[src/rtl/cache_ctrl_pkg.sv]
// Shared types and tree-PLRU helpers for the cache route decider.
//   state_e      : decider FSM states
//   route_e      : route encoding (hit / clean miss / dirty miss)
//   plru_victim  : 3-bit tree state -> victim way
//   plru_touch   : 3-bit tree state + used way -> updated tree state
package cache_ctrl_pkg;

  typedef enum logic [1:0] {
    ST_IDLE      = 2'd0,
    ST_SETUP     = 2'd1,
    ST_DRIVE     = 2'd2,
    ST_WAIT_FREE = 2'd3
  } state_e;

  typedef enum logic [1:0] {
    ROUTE_HIT   = 2'd0,
    ROUTE_CLEAN = 2'd1,
    ROUTE_DIRTY = 2'd2
  } route_e;

  // bits = {b2,b1,b0}; b0 picks the pair, b1/b2 pick within the pair
  function automatic logic [1:0] plru_victim(input logic [2:0] bits);
    logic [1:0] way;
    if (!bits[0]) way = bits[1] ? 2'd1 : 2'd0;
    else          way = bits[2] ? 2'd3 : 2'd2;
    return way;
  endfunction

  // Point the tree away from the way just used
  function automatic logic [2:0] plru_touch(input logic [2:0] bits,
                                            input logic [1:0] way);
    logic [2:0] r;
    r = bits;
    case (way)
      2'd0: begin r[0] = 1'b1; r[1] = 1'b1; end
      2'd1: begin r[0] = 1'b1; r[1] = 1'b0; end
      2'd2: begin r[0] = 1'b0; r[2] = 1'b1; end
      default: begin r[0] = 1'b0; r[2] = 1'b0; end
    endcase
    return r;
  endfunction

endpackage

[src/rtl/sync_edge.sv]
// Multi-flop synchronizer followed by a registered rising-edge detector.
//   clk     : sampling clock
//   rst     : synchronous active-high reset (clears all flops)
//   d_async : asynchronous input
//   rise    : one-cycle pulse, SYNC_STAGES+1 edges after d_async rises
module sync_edge #(
  parameter int SYNC_STAGES = 2
) (
  input  logic clk,
  input  logic rst,
  input  logic d_async,
  output logic rise
);

  logic [SYNC_STAGES-1:0] sync_q, sync_d;
  logic                   last_q, last_d;
  logic                   rise_q, rise_d;

  always_comb begin
    sync_d = {sync_q[SYNC_STAGES-2:0], d_async};
    last_d = sync_q[SYNC_STAGES-1];
    rise_d = sync_q[SYNC_STAGES-1] & ~last_q;
  end

  always_ff @(posedge clk) begin
    if (rst) begin
      sync_q <= '0;
      last_q <= 1'b0;
      rise_q <= 1'b0;
    end else begin
      sync_q <= sync_d;
      last_q <= last_d;
      rise_q <= rise_d;
    end
  end

  assign rise = rise_q;

endmodule

[src/rtl/cache_route_decider.sv]
// Decision stage in front of the 3-way cache selector. Captures one cache
// lookup result, picks a route and victim from per-set tree-PLRU state,
// launches the selector with a single o_drive pulse, then waits for the
// selector's i_free before touching PLRU and accepting the next request.
//   clk, rst                : clock, synchronous active-high reset
//   req_valid / req_ready   : request handshake (ready only in IDLE)
//   req_set/hit/hit_way/dirty : captured lookup result
//   valid0/1/2              : one-hot route hit / clean miss / dirty miss
//   o_victim_way            : hit way on hit, PLRU victim on miss
//   o_drive                 : one-cycle launch pulse
//   i_free                  : asynchronous completion, rising edge counts
//   o_busy                  : not IDLE
//   o_spurious              : sticky, i_free edge seen outside WAIT_FREE
module cache_route_decider
  import cache_ctrl_pkg::*;
#(
  parameter int SETS        = 16,
  parameter int SYNC_STAGES = 2
) (
  input  logic                    clk,
  input  logic                    rst,
  input  logic                    req_valid,
  output logic                    req_ready,
  input  logic [$clog2(SETS)-1:0] req_set,
  input  logic                    req_hit,
  input  logic [1:0]              req_hit_way,
  input  logic [3:0]              req_dirty,
  output logic                    valid0,
  output logic                    valid1,
  output logic                    valid2,
  output logic [1:0]              o_victim_way,
  output logic                    o_drive,
  input  logic                    i_free,
  output logic                    o_busy,
  output logic                    o_spurious
);

  localparam int SET_W = $clog2(SETS);

  state_e                 state_q, state_d;
  logic [SET_W-1:0]       set_q, set_d;
  logic                   hit_q, hit_d;
  logic [1:0]             hit_way_q, hit_way_d;
  logic [3:0]             dirty_q, dirty_d;
  logic [2:0]             valid_q, valid_d;     // {valid2,valid1,valid0}
  logic [1:0]             victim_q, victim_d;
  logic                   drive_q, drive_d;
  logic                   spurious_q, spurious_d;
  logic [SETS-1:0][2:0]   plru_q, plru_d;

  logic                   free_rise;
  logic [1:0]             sel_way;
  route_e                 sel_route;

  sync_edge #(.SYNC_STAGES(SYNC_STAGES)) u_free_sync (
    .clk     (clk),
    .rst     (rst),
    .d_async (i_free),
    .rise    (free_rise)
  );

  // Route/victim for the captured request, from the current PLRU of its set
  always_comb begin
    sel_way   = hit_q ? hit_way_q : plru_victim(plru_q[set_q]);
    sel_route = hit_q          ? ROUTE_HIT :
                dirty_q[sel_way] ? ROUTE_DIRTY : ROUTE_CLEAN;
  end

  // State register and datapath flops
  always_ff @(posedge clk) begin
    if (rst) begin
      state_q    <= ST_IDLE;
      set_q      <= '0;
      hit_q      <= 1'b0;
      hit_way_q  <= '0;
      dirty_q    <= '0;
      valid_q    <= '0;
      victim_q   <= '0;
      drive_q    <= 1'b0;
      spurious_q <= 1'b0;
      plru_q     <= '0;
    end else begin
      state_q    <= state_d;
      set_q      <= set_d;
      hit_q      <= hit_d;
      hit_way_q  <= hit_way_d;
      dirty_q    <= dirty_d;
      valid_q    <= valid_d;
      victim_q   <= victim_d;
      drive_q    <= drive_d;
      spurious_q <= spurious_d;
      plru_q     <= plru_d;
    end
  end

  // Next-state logic
  always_comb begin
    state_d = state_q;
    case (state_q)
      ST_IDLE:      if (req_valid) state_d = ST_SETUP;
      ST_SETUP:     state_d = ST_DRIVE;
      ST_DRIVE:     state_d = ST_WAIT_FREE;
      ST_WAIT_FREE: if (free_rise) state_d = ST_IDLE;
      default:      state_d = ST_IDLE;
    endcase
  end

  // Registered outputs and PLRU update
  always_comb begin
    set_d      = set_q;
    hit_d      = hit_q;
    hit_way_d  = hit_way_q;
    dirty_d    = dirty_q;
    valid_d    = valid_q;
    victim_d   = victim_q;
    drive_d    = 1'b0;
    plru_d     = plru_q;
    // A completion edge is only meaningful while waiting for one
    spurious_d = spurious_q | (free_rise && state_q != ST_WAIT_FREE);
    case (state_q)
      ST_IDLE: begin
        if (req_valid) begin
          set_d     = req_set;
          hit_d     = req_hit;
          hit_way_d = req_hit_way;
          dirty_d   = req_dirty;
        end
      end
      ST_SETUP: begin
        valid_d  = 3'b001 << sel_route;
        victim_d = sel_way;
      end
      // drive_q is registered so the pulse lands one edge after valid*
      ST_DRIVE: drive_d = 1'b1;
      ST_WAIT_FREE: begin
        if (free_rise) begin
          valid_d       = '0;
          plru_d[set_q] = plru_touch(plru_q[set_q], victim_q);
        end
      end
      default: ;
    endcase
  end

  assign req_ready    = (state_q == ST_IDLE);
  assign o_busy       = (state_q != ST_IDLE);
  assign valid0       = valid_q[0];
  assign valid1       = valid_q[1];
  assign valid2       = valid_q[2];
  assign o_victim_way = victim_q;
  assign o_drive      = drive_q;
  assign o_spurious   = spurious_q;

endmodule

[config.mk]
export PLATFORM = sky130hd
export DESIGN_NAME = cache_route_decider
export DESIGN_NICKNAME = d
export VERILOG_FILES = /design/src/rtl/cache_ctrl_pkg.sv /design/src/rtl/sync_edge.sv /design/src/rtl/cache_route_decider.sv
export SDC_FILE = /design/constraint.sdc
export NUM_CORES = 1
export LEC_CHECK = 0
export BUFFER_PORTS_ARGS = -buffer_cell sky130_fd_sc_hd__buf_4
export CORE_ASPECT_RATIO = 1.2
export CORE_MARGIN = 2
export CORE_UTILIZATION = 59
export CTS_CLUSTER_SIZE = 40
export DETAILED_ROUTE_END_ITERATION = 7
export MAX_ROUTING_LAYER = met4
export PLACE_DENSITY_LB_ADDON = 0.15
export SYNTH_ARGS = -nofsm -noshare
export SYNTH_HDL_FRONTEND = slang
export SYNTH_SLANG_ARGS = --single-unit
[constraint.sdc]
create_clock -name clk -period 2.6 [get_ports clk]
set_input_delay 0.52 -clock clk [delete_from_list [all_inputs] [get_ports clk]]
set_output_delay 0.52 -clock clk [all_outputs]
set_load 0.01 [all_outputs]
==> run_results.csv, run 1 <==
group,metric,value,unit
outcome,status,"complete, no violations",
detailed_routing,drt-total-wl,7.08,mm
placed_design,place_hpwl,4.87,mm
placed_design,portBuffers,23,
placed_design,gp_congestion,0.809,
final_layout,final_nets,389,
floorplan,dieHeight,85.1,um
clock_tree,root_buffer,"clkbuf_8",
setup_path,required,2.80,ns
setup_path,reg2reg_to,"plru_q[38]$_SDFFE_PP0P_",
global_routing,first_global_vias,2411,
clock_tree,clock_latency,0.35,ns
clock_tree,hold_buffers,0,
setup_path,start_kind,"flop",
flow_run,drv_cap,0,
clock_tree,numCtsBuffers,9,
min_path,hold_depth,2,
timing,fin_crit_sh,0.894,
detailed_routing,route.detailed.drc,0,
floorplan,core_area,5300,um^2
timing,finalClockSkew,0.0116,ns
floorplan,die_w,71.6,um
clock_tree,clk_path_buf_depth,2,
pwr,total_power,0.00313,W
setup_path,path_max_fanout,16,
final_layout,fillers,416,
setup_path,crit-reg2reg-launch,"set_q[0]$_SDFFE_PP0P_",
clock_tree,htreeDepth,3,
min_path,hold_class,"in2reg",
min_path,holdPathEnd,"u_free_sync.sync_q[0]$_SDFF_PP0_",
timing,hold_viol,0,
global_routing,grt_pass1_wl,11.6,mm
global_routing,antenna_found_initial,0,
final_layout,syn_to_final_growth,14.6,%
yosys,ys_types,41,
timing,setup_viol,0,
pwr,leakage,1.37,nW
yosys,synthCells,348,
clock_tree,cts.sinks,72,
timing,relSlewSlack,0.505,
detailed_routing,viasPerCell,5.86,
detailed_routing,wl_per_cell,16.2,um
floorplan,start_util,0.611,
timing,fmaxAchievable,0.430,GHz
yosys,ys_warn_count,0,
clock_tree,cts_setup_buffers,0,
detailed_routing,drt_iter0_drc,155,
detailed_routing,ant_nets,0,
timing,min_period,2.32,ns
timing,rsz0062_at_grt,"no",
floorplan,io_pins,24,
detailed_routing,via_count,2560,
yosys,synth.avg_cell_area,9.29,um^2
floorplan,die_area,6090,um^2
final_layout,drive_above_1_share,0.171,
yosys,ys_ff_latch,72,
global_routing,grt-ovfl-total,0,
timing,fin_tns_setup,0,ns
final_layout,post-route-util,0.700,
yosys,ys_seq_area_frac,0.446,
clock_tree,clkSlewWorstSetupHoldPaths,0.08,ns
final_layout,diodes,0,
setup_path,cp-end-kind,"flop",
setup_path,regToRegSetupSlack,0.28,ns
setup_path,reg2reg_depth,5,
timing,tightest_slew,0.741,ns
pwr,power_density,843,nW/um^2
pwr,vdd_drop_max,0.740,mV
global_routing,grt_util_all_layers,0.252,
clock_tree,cts_tree,"yes",
timing,hold_slack,0.369,ns
setup_path,critPathKind,"reg2reg",
detailed_routing,drt_pre_antenna_iters,4,
timing,slew_violations,0,
global_routing,grt_max_degree,73,
yosys,syn-cell-area,3230,um^2
floorplan,core.rowCount,29,
min_path,hp-start,"i_free",
setup_path,crit_arrival,2.52,ns
yosys,synth_fp_nets,367,
registers in the layout (all words and copies together), names as in the netlist:
name / flops
plru_q: 48
dirty_q: 4
set_q: 4
valid_q: 3
hit_way_q: 2
o_victim_way: 2
state_q: 2
u_free_sync.sync_q: 2
hit_q: 1
o_drive: 1
o_spurious: 1
u_free_sync.last_q: 1
u_free_sync.rise: 1
timing repair:
item	CTS	global route
endpoints found under the setup margin	0	18
endpoints found under the hold margin	0	0
resized for setup	0	1
final cells by class:
cell class                 instances  area (um^2)  share of cell area
sequential                        72         1440               0.389
timing repair buffer              33          260              0.0702
inverter                           6         22.5             0.00607
clock inverter                     7          120              0.0324
multi-input combinational        248         1660               0.448
clock buffer                       9          124              0.0334
tap                               62         77.6              0.0209
worst max-delay path: stages, from the launching register on:
cell and delay, ns:
dfxtp_2 0.55, mux4_1 0.61, a22oi_1 0.21, nand3_1 0.21, a21oi_4 0.45, a211oi_1 0.14
placed cells by master (no fill, tap or decap), types with 7 or more instances in the layout:
cell,instances
a211oi_1,47
a21oi_1,15
buf_4,32
clkbuf_8,9
dfxtp_1,71
mux2i_1,7
mux4_1,7
nand2_1,34
nand3_1,8
nor2_1,73
nor2b_1,9
nor3_1,7
cell usage after synthesis (all sizes together):
master,count,share of area
nor2,73,0.085
dfxtp,72,0.45
a211oi,47,0.11
nand2,35,0.043
a21oi,17,0.033
clkbuf,14,0.016
mux4,10,0.078
nand3,9,0.015
nor2b,9,0.017
buf,8,0.018
mux2i,7,0.022
nor3,7,0.011
inv,6,0.0070
nand2b,5,0.0097
ha,4,0.015
o211ai,4,0.011
a22oi,3,0.0085
mux2,2,0.0093
nand3b,2,0.0085
o211a,2,0.0062
or3,2,0.0039
a21bo,1,0.0031
a221o,1,0.0031
a311oi,1,0.0027
a41oi,1,0.0050
and2,1,0.0019
and3,1,0.0019
nand4,1,0.0019
nand4b,1,0.0027
o2111ai,1,0.0027
o311ai,1,0.0027
through the flow:
stage	setup slack [ns]	cell area, um^2	instances
detailed placement	0.0901	3460	421
global placement	0.163	3460	421
finish	0.276	3710	437
CTS	0.0768	3710	437
floorplan	0.660	3230	348
global route	0.189	3710	437
power by group:
part	switching [W]	internal, W
combinational	0.000440	0.000317
sequential	0.000117	0.00118
clock	0.000438	0.000638
total	0.000995	0.00213
worst max path at each step:
stage                                from                 endpoint
global route        set_q[0]$_SDFFE_PP0P_  plru_q[11]$_SDFFE_PP0P_
detailed placement  set_q[0]$_SDFFE_PP0P_  plru_q[44]$_SDFFE_PP0P_
CTS                 set_q[0]$_SDFFE_PP0P_  plru_q[38]$_SDFFE_PP0P_
finish              set_q[0]$_SDFFE_PP0P_  plru_q[38]$_SDFFE_PP0P_
global placement    set_q[0]$_SDFFE_PP0P_  plru_q[47]$_SDFFE_PP0P_
floorplan           set_q[0]$_SDFFE_PP0P_  plru_q[11]$_SDFFE_PP0P_
per-layer routing:
layer	vias to the layer above	part of all wire	global-route usage
li1	1299	-	-
met1	1192	0.44	0.309
met2	53	0.49	0.388
met3	16	0.042	0.0665
met4	0	0.028	0.118
met5	-	0	-
kinds of logic (layout without fill, tap and decap cells):
logic type / Yosys count / after routing / share of synthesized area
multiplexers: 19 / 19 / 0.109
AND/OR/NAND/NOR: 146 / 146 / 0.202
flip-flops: 72 / 72 / 0.446
adder cells (fa/ha/maj): 4 / 4 / 0.0155
buffers and inverters: 28 / 55 / 0.0410
AO/OA/AOI/OAI: 79 / 79 / 0.187
Note: power is estimated with default switching activity, not from simulation.
==> inputs of run 2 (changes only) <==
Settings changed: BUFFER_PORTS_ARGS -buffer_cell sky130_fd_sc_hd__buf_4 to -buffer_cell sky130_fd_sc_hd__buf_2.
==> run_results.csv, run 2 (synthesis results as in run 1) <==
group,metric,value,unit
outcome,status,"complete, no violations",
floorplan,io_pins,24,
timing,relSlewSlack,0.491,
detailed_routing,route.detailed.drc,0,
final_layout,syn_to_final_growth,11.1,%
floorplan,start_util,0.611,
detailed_routing,drt-total-wl,7.10,mm
floorplan,core_area,5300,um^2
clock_tree,cts.sinks,72,
final_layout,reg_top3,"plru_q: 48 flops, dirty_q: 4 flops, set_q: 4 flops",
setup_path,cpPeakStageDelay,0.59,ns
final_layout,fillers,448,
timing,fin_crit_sh,0.855,
final_layout,layout_commonest_cell,"nor2_1",
timing,rsz0062_at_grt,"no",
global_routing,grt-ovfl-total,0,
final_layout,final_nets,390,
placed_design,place_hpwl,4.93,mm
pwr,leakage,1.33,nW
floorplan,core.rowCount,29,
setup_path,critPathKind,"reg2reg",
clock_tree,numCtsBuffers,9,
setup_path,critPathTopFamily,"compound AO/OA/AOI/OAI gates",
global_routing,grt_pass1_wl,11.9,mm
timing,min_period,2.22,ns
detailed_routing,via_count,2594,
floorplan,die_w,71.6,um
final_layout,largest_reg_flops,48,
setup_path,cp-end-kind,"flop",
clock_tree,root_buffer,"clkbuf_8",
clock_tree,clock_latency,0.35,ns
global_routing,grt_util_all_layers,0.260,
placed_design,gp_congestion,0.812,
setup_path,crit_start,"set_q[0]$_SDFFE_PP0P_",
timing,hold_slack,0.379,ns
timing,setup_viol,0,
pwr,vdd_drop_max,0.432,mV
detailed_routing,viasPerCell,5.92,
setup_path,crit_slowest_cell,"mux4_1",
final_layout,regMostFlops,"plru_q",
final_layout,drive_above_1_share,0.165,
detailed_routing,drt_pre_antenna_iters,4,
flow_run,drv_cap,0,
final_layout,final_cell_mix,"73 x nor2_1, 71 x dfxtp_1, 47 x a211oi_1, 34 x nand2_1, 23 x buf_2",
global_routing,antenna_found_initial,0,
setup_path,required,2.81,ns
global_routing,grt_max_degree,54,
clock_tree,hold_buffers,0,
setup_path,crit_buf_inv,0,
detailed_routing,drt_iter0_drc,178,
min_path,hold_class,"in2reg",
setup_path,crit_arrival,2.44,ns
timing,hold_viol,0,
clock_tree,clkSlewWorstSetupHoldPaths,0.07,ns
clock_tree,clk_path_buf_depth,2,
floorplan,dieHeight,85.1,um
timing,slew_violations,0,
detailed_routing,ant_nets,0,
timing,fmaxAchievable,0.450,GHz
setup_path,crit-reg2reg-launch,"set_q[0]$_SDFFE_PP0P_",
detailed_routing,wl_per_cell,16.2,um
setup_path,cp_cell_sequence,"mux4_1, a22oi_1, nand3_1, a21oi_4, a211oi_1",
placed_design,portBuffers,23,
timing,finalClockSkew,0.00727,ns
clock_tree,htreeDepth,3,
floorplan,die_area,6090,um^2
timing,tightest_slew,0.762,ns
setup_path,start_kind,"flop",
global_routing,first_global_vias,2406,
timing,fin_tns_setup,0,ns
pwr,power_density,778,nW/um^2
clock_tree,cts_tree,"yes",
min_path,hp-start,"i_free",
setup_path,path_max_fanout,16,
final_layout,diodes,0,
-- run 2: cell types whose count changed in the layout (fill, tap and decap cells not counted) --
cell / change
buf_12: +1
buf_2: +23
buf_4: -23
bufinv_16: -3
clkbuf_1: +3
clkbuf_8: +1
clkinv_2: +1
clkinv_4: -2
-- run 2: routing by layer --
layer / share of wire / global-route usage / vias to the layer above
li1: - / - / 1292
met1: 0.44 / 0.325 / 1214
met2: 0.49 / 0.398 / 74
met3: 0.046 / 0.0546 / 14
met4: 0.026 / 0.127 / 0
met5: 0 / - / -
-- run 2: worst reg2reg max path, stage by stage, from the launching register on --
cell and delay (ns):
dfxtp_2 0.54, mux4_1 0.60, a22oi_1 0.19, nand3_1 0.19
a21oi_4 0.44, a211oi_1 0.14
-- run 2: report_power, final --
part	internal (W)	switching [W]
Clock	0.000370	0.000403
Combinational	0.000290	0.000441
Sequential	0.00118	0.000112
Total	0.00184	0.000957
-- run 2: area by class of cell --
type / instances / area (um^2) / share of cell area
clock inverter: 3 / 17.5 / 0.00488
sequential: 72 / 1440 / 0.402
clock buffer: 13 / 149 / 0.0414
inverter: 6 / 22.5 / 0.00627
multi-input combinational: 248 / 1660 / 0.462
timing repair buffer: 34 / 223 / 0.0620
tap: 62 / 77.6 / 0.0216
-- run 2: stage by stage --
| step | total power, W | util | std cells | setup slack (ns) | area (um^2) |
|---|---|---|---|---|---|
| 5_1_grt | 0.00294 | 0.678 | 438 | 0.207 | 3590 |
| 6_report | 0.00279 | 0.678 | 438 | 0.376 | 3590 |
| 4_1_cts | 0.00280 | 0.678 | 438 | 0.171 | 3590 |
| 3_5_place_dp | 0.00204 | 0.646 | 422 | 0.178 | 3420 |
| 2_1_floorplan | 0.00183 | - | 348 | 0.660 | 3230 |
| 3_3_place_gp | 0.00202 | 0.646 | 422 | 0.239 | 3420 |
-- run 2: final timing paths --
check	to	slack, ns	cells past startpoint
setup reg to reg	plru_q[41]$_SDFFE_PP0P_	0.38	5
hold / removal	u_free_sync.sync_q[0]$_SDFF_PP0_	0.38	2
hold reg to reg	u_free_sync.rise$_SDFF_PP0_	0.39	1
setup / recovery	plru_q[41]$_SDFFE_PP0P_	0.38	5
-- run 2: timing repair --
action,4_1_cts,5_1_grt
resized for setup,0,1
setup endpoints to repair,0,3
buffers inserted,0,0
==> inputs of run 3 (changes only) <==
Settings changed: CORE_ASPECT_RATIO 1.2 to 1.1.
==> run_results.csv, run 3 (synthesis results as in run 1) <==
group,metric,value,unit
timing,rsz0062_at_grt,"no",
global_routing,grt_util_all_layers,0.260,
clock_tree,cts_setup_buffers,0,
floorplan,core_area,5330,um^2
detailed_routing,drt_iter0_drc,153,
global_routing,first_global_vias,2329,
final_layout,fin_area,3570,um^2
setup_path,cp_cell_sequence,"buf_4, mux4_1, nand2_1, nand3_1, a21oi_4, a211oi_1",
detailed_routing,via_count,2589,
outcome,status,"complete, no violations",
pwr,power_density,767,nW/um^2
flow_run,drv_cap,0,
final_layout,regMostFlops,"plru_q",
clock_tree,root_buffer,"clkbuf_8",
detailed_routing,drt-total-wl,7.05,mm
detailed_routing,wl_per_cell,15.7,um
setup_path,path_max_fanout,16,
setup_path,cp-end-kind,"flop",
pwr,leakage,1.31,nW
floorplan,start_util,0.607,
final_layout,final_nets,388,
detailed_routing,drt_pre_antenna_iters,4,
setup_path,cpPeakStageDelay,0.55,ns
final_layout,layout_commonest_cell,"nor2_1",
placed_design,place_inst,433,
clock_tree,cts.sinks,72,
timing,finalClockSkew,0.0103,ns
floorplan,die_w,74.6,um
setup_path,critPathKind,"reg2reg",
floorplan,core.rowCount,28,
setup_path,crit_slowest_cell,"mux4_1",
timing,slew_violations,0,
final_layout,drive_above_1_share,0.160,
final_layout,diodes,0,
final_layout,reg_top3,"plru_q: 48 flops, dirty_q: 4 flops, set_q: 4 flops",
setup_path,crit_arrival,2.53,ns
global_routing,grt_max_degree,38,
timing,min_period,2.34,ns
timing,relSlewSlack,0.490,
clock_tree,clk_path_buf_depth,2,
clock_tree,clkSlewWorstSetupHoldPaths,0.07,ns
setup_path,start_kind,"flop",
setup_path,required,2.80,ns
floorplan,dieHeight,81.7,um
global_routing,grt_pass1_wl,11.5,mm
timing,fmaxAchievable,0.428,GHz
global_routing,grt-ovfl-total,0,
final_layout,largest_reg_flops,48,
detailed_routing,route.detailed.drc,0,
final_layout,syn_to_final_growth,10.3,%
min_path,hold_class,"reg2reg",
placed_design,place_hpwl,5.05,mm
clock_tree,numCtsBuffers,9,
timing,setup_viol,0,
detailed_routing,viasPerCell,5.77,
floorplan,io_pins,24,
placed_design,gp_congestion,0.829,
floorplan,die_area,6090,um^2
clock_tree,htreeDepth,3,
detailed_routing,ant_nets,0,
clock_tree,cts_tree,"yes",
timing,fin_tns_setup,0,ns
placed_design,portBuffers,23,
clock_tree,clock_latency,0.35,ns
timing,fin_crit_sh,0.898,
final_layout,final_cell_mix,"73 x nor2_1, 71 x dfxtp_1, 47 x a211oi_1, 34 x nand2_1, 23 x buf_2",
placed_design,place_area,3400,um^2
pwr,vdd_drop_max,0.404,mV
timing,hold_viol,0,
global_routing,antenna_found_initial,0,
timing,tightest_slew,0.759,ns
final_layout,fin_cells,449,
[run 3: changes by cell type in the layout (fill, tap and decap cells not counted)]
cell    previous run  this run
buf_12             2         0
[run 3: final cells by class]
| class | instances | area, um^2 |
|---|---|---|
| flip-flops and latches | 72 | 1440 |
| fillers | 450 | 1760 |
| repair buffers | 32 | 183 |
| clock buffers | 13 | 149 |
| well taps | 75 | 93.8 |
| clock inverters | 3 | 17.5 |
| inverters | 6 | 22.5 |
| multi-input cells | 248 | 1660 |
[run 3: path summary, 6_finish.rpt]
| check | startpoint | end | slack (ns) | depth (start not counted) |
|---|---|---|---|---|
| min reg2reg | u_free_sync.last_q$_SDFF_PP0_ | u_free_sync.rise$_SDFF_PP0_ | 0.39 | 1 |
| max reg2reg | set_q[0]$_SDFFE_PP0P_ | plru_q[8]$_SDFFE_PP0P_ | 0.26 | 6 |
| min | u_free_sync.last_q$_SDFF_PP0_ | u_free_sync.rise$_SDFF_PP0_ | 0.39 | 1 |
| max | set_q[0]$_SDFFE_PP0P_ | plru_q[8]$_SDFFE_PP0P_ | 0.26 | 6 |
[run 3: timing repair]
action                                 CTS  global route
endpoints found under the hold margin    0             0
setup endpoints to repair                0            16
hold buffers                             0             0
gates resized for setup                  0             1
[run 3: routing by layer]
layer | GRT usage | part of all wire
met4 | 0.0964 | 0.021
met1 | 0.326 | 0.45
met3 | 0.0663 | 0.050
met2 | 0.406 | 0.48
met5 | - | 0
[run 3: where the power goes]
part	total, W	switching (W)	leakage [nW]	internal, W
Combinational	0.000695	0.000430	0.645	0.000265
Clock	0.000761	0.000391	0.0834	0.000370
Sequential	0.00128	0.000105	0.583	0.00118
[run 3: per-stage QoR]
stage / worst slack [ns] / util / power (W) / hold slack [ns]
floorplan: 0.660 / - / 0.00183 / 0.367
global placement: 0.159 / 0.639 / 0.00198 / 0.372
detailed placement: 0.0875 / 0.639 / 0.00200 / 0.391
CTS: 0.0625 / 0.670 / 0.00275 / 0.392
global route: 0.143 / 0.670 / 0.00289 / 0.400
finish: 0.265 / 0.670 / 0.00274 / 0.391
[run 3: worst max-delay path: cells and delay by family (launching register included)]
| kind | cells | cell delay (ns) |
|---|---|---|
| AOI/OAI and AO/OA | 2 | 0.62 |
| buffers and inverters | 1 | 0.22 |
| DFF | 1 | 0.52 |
| muxes | 1 | 0.55 |
| and+or+nand+nor | 2 | 0.26 |
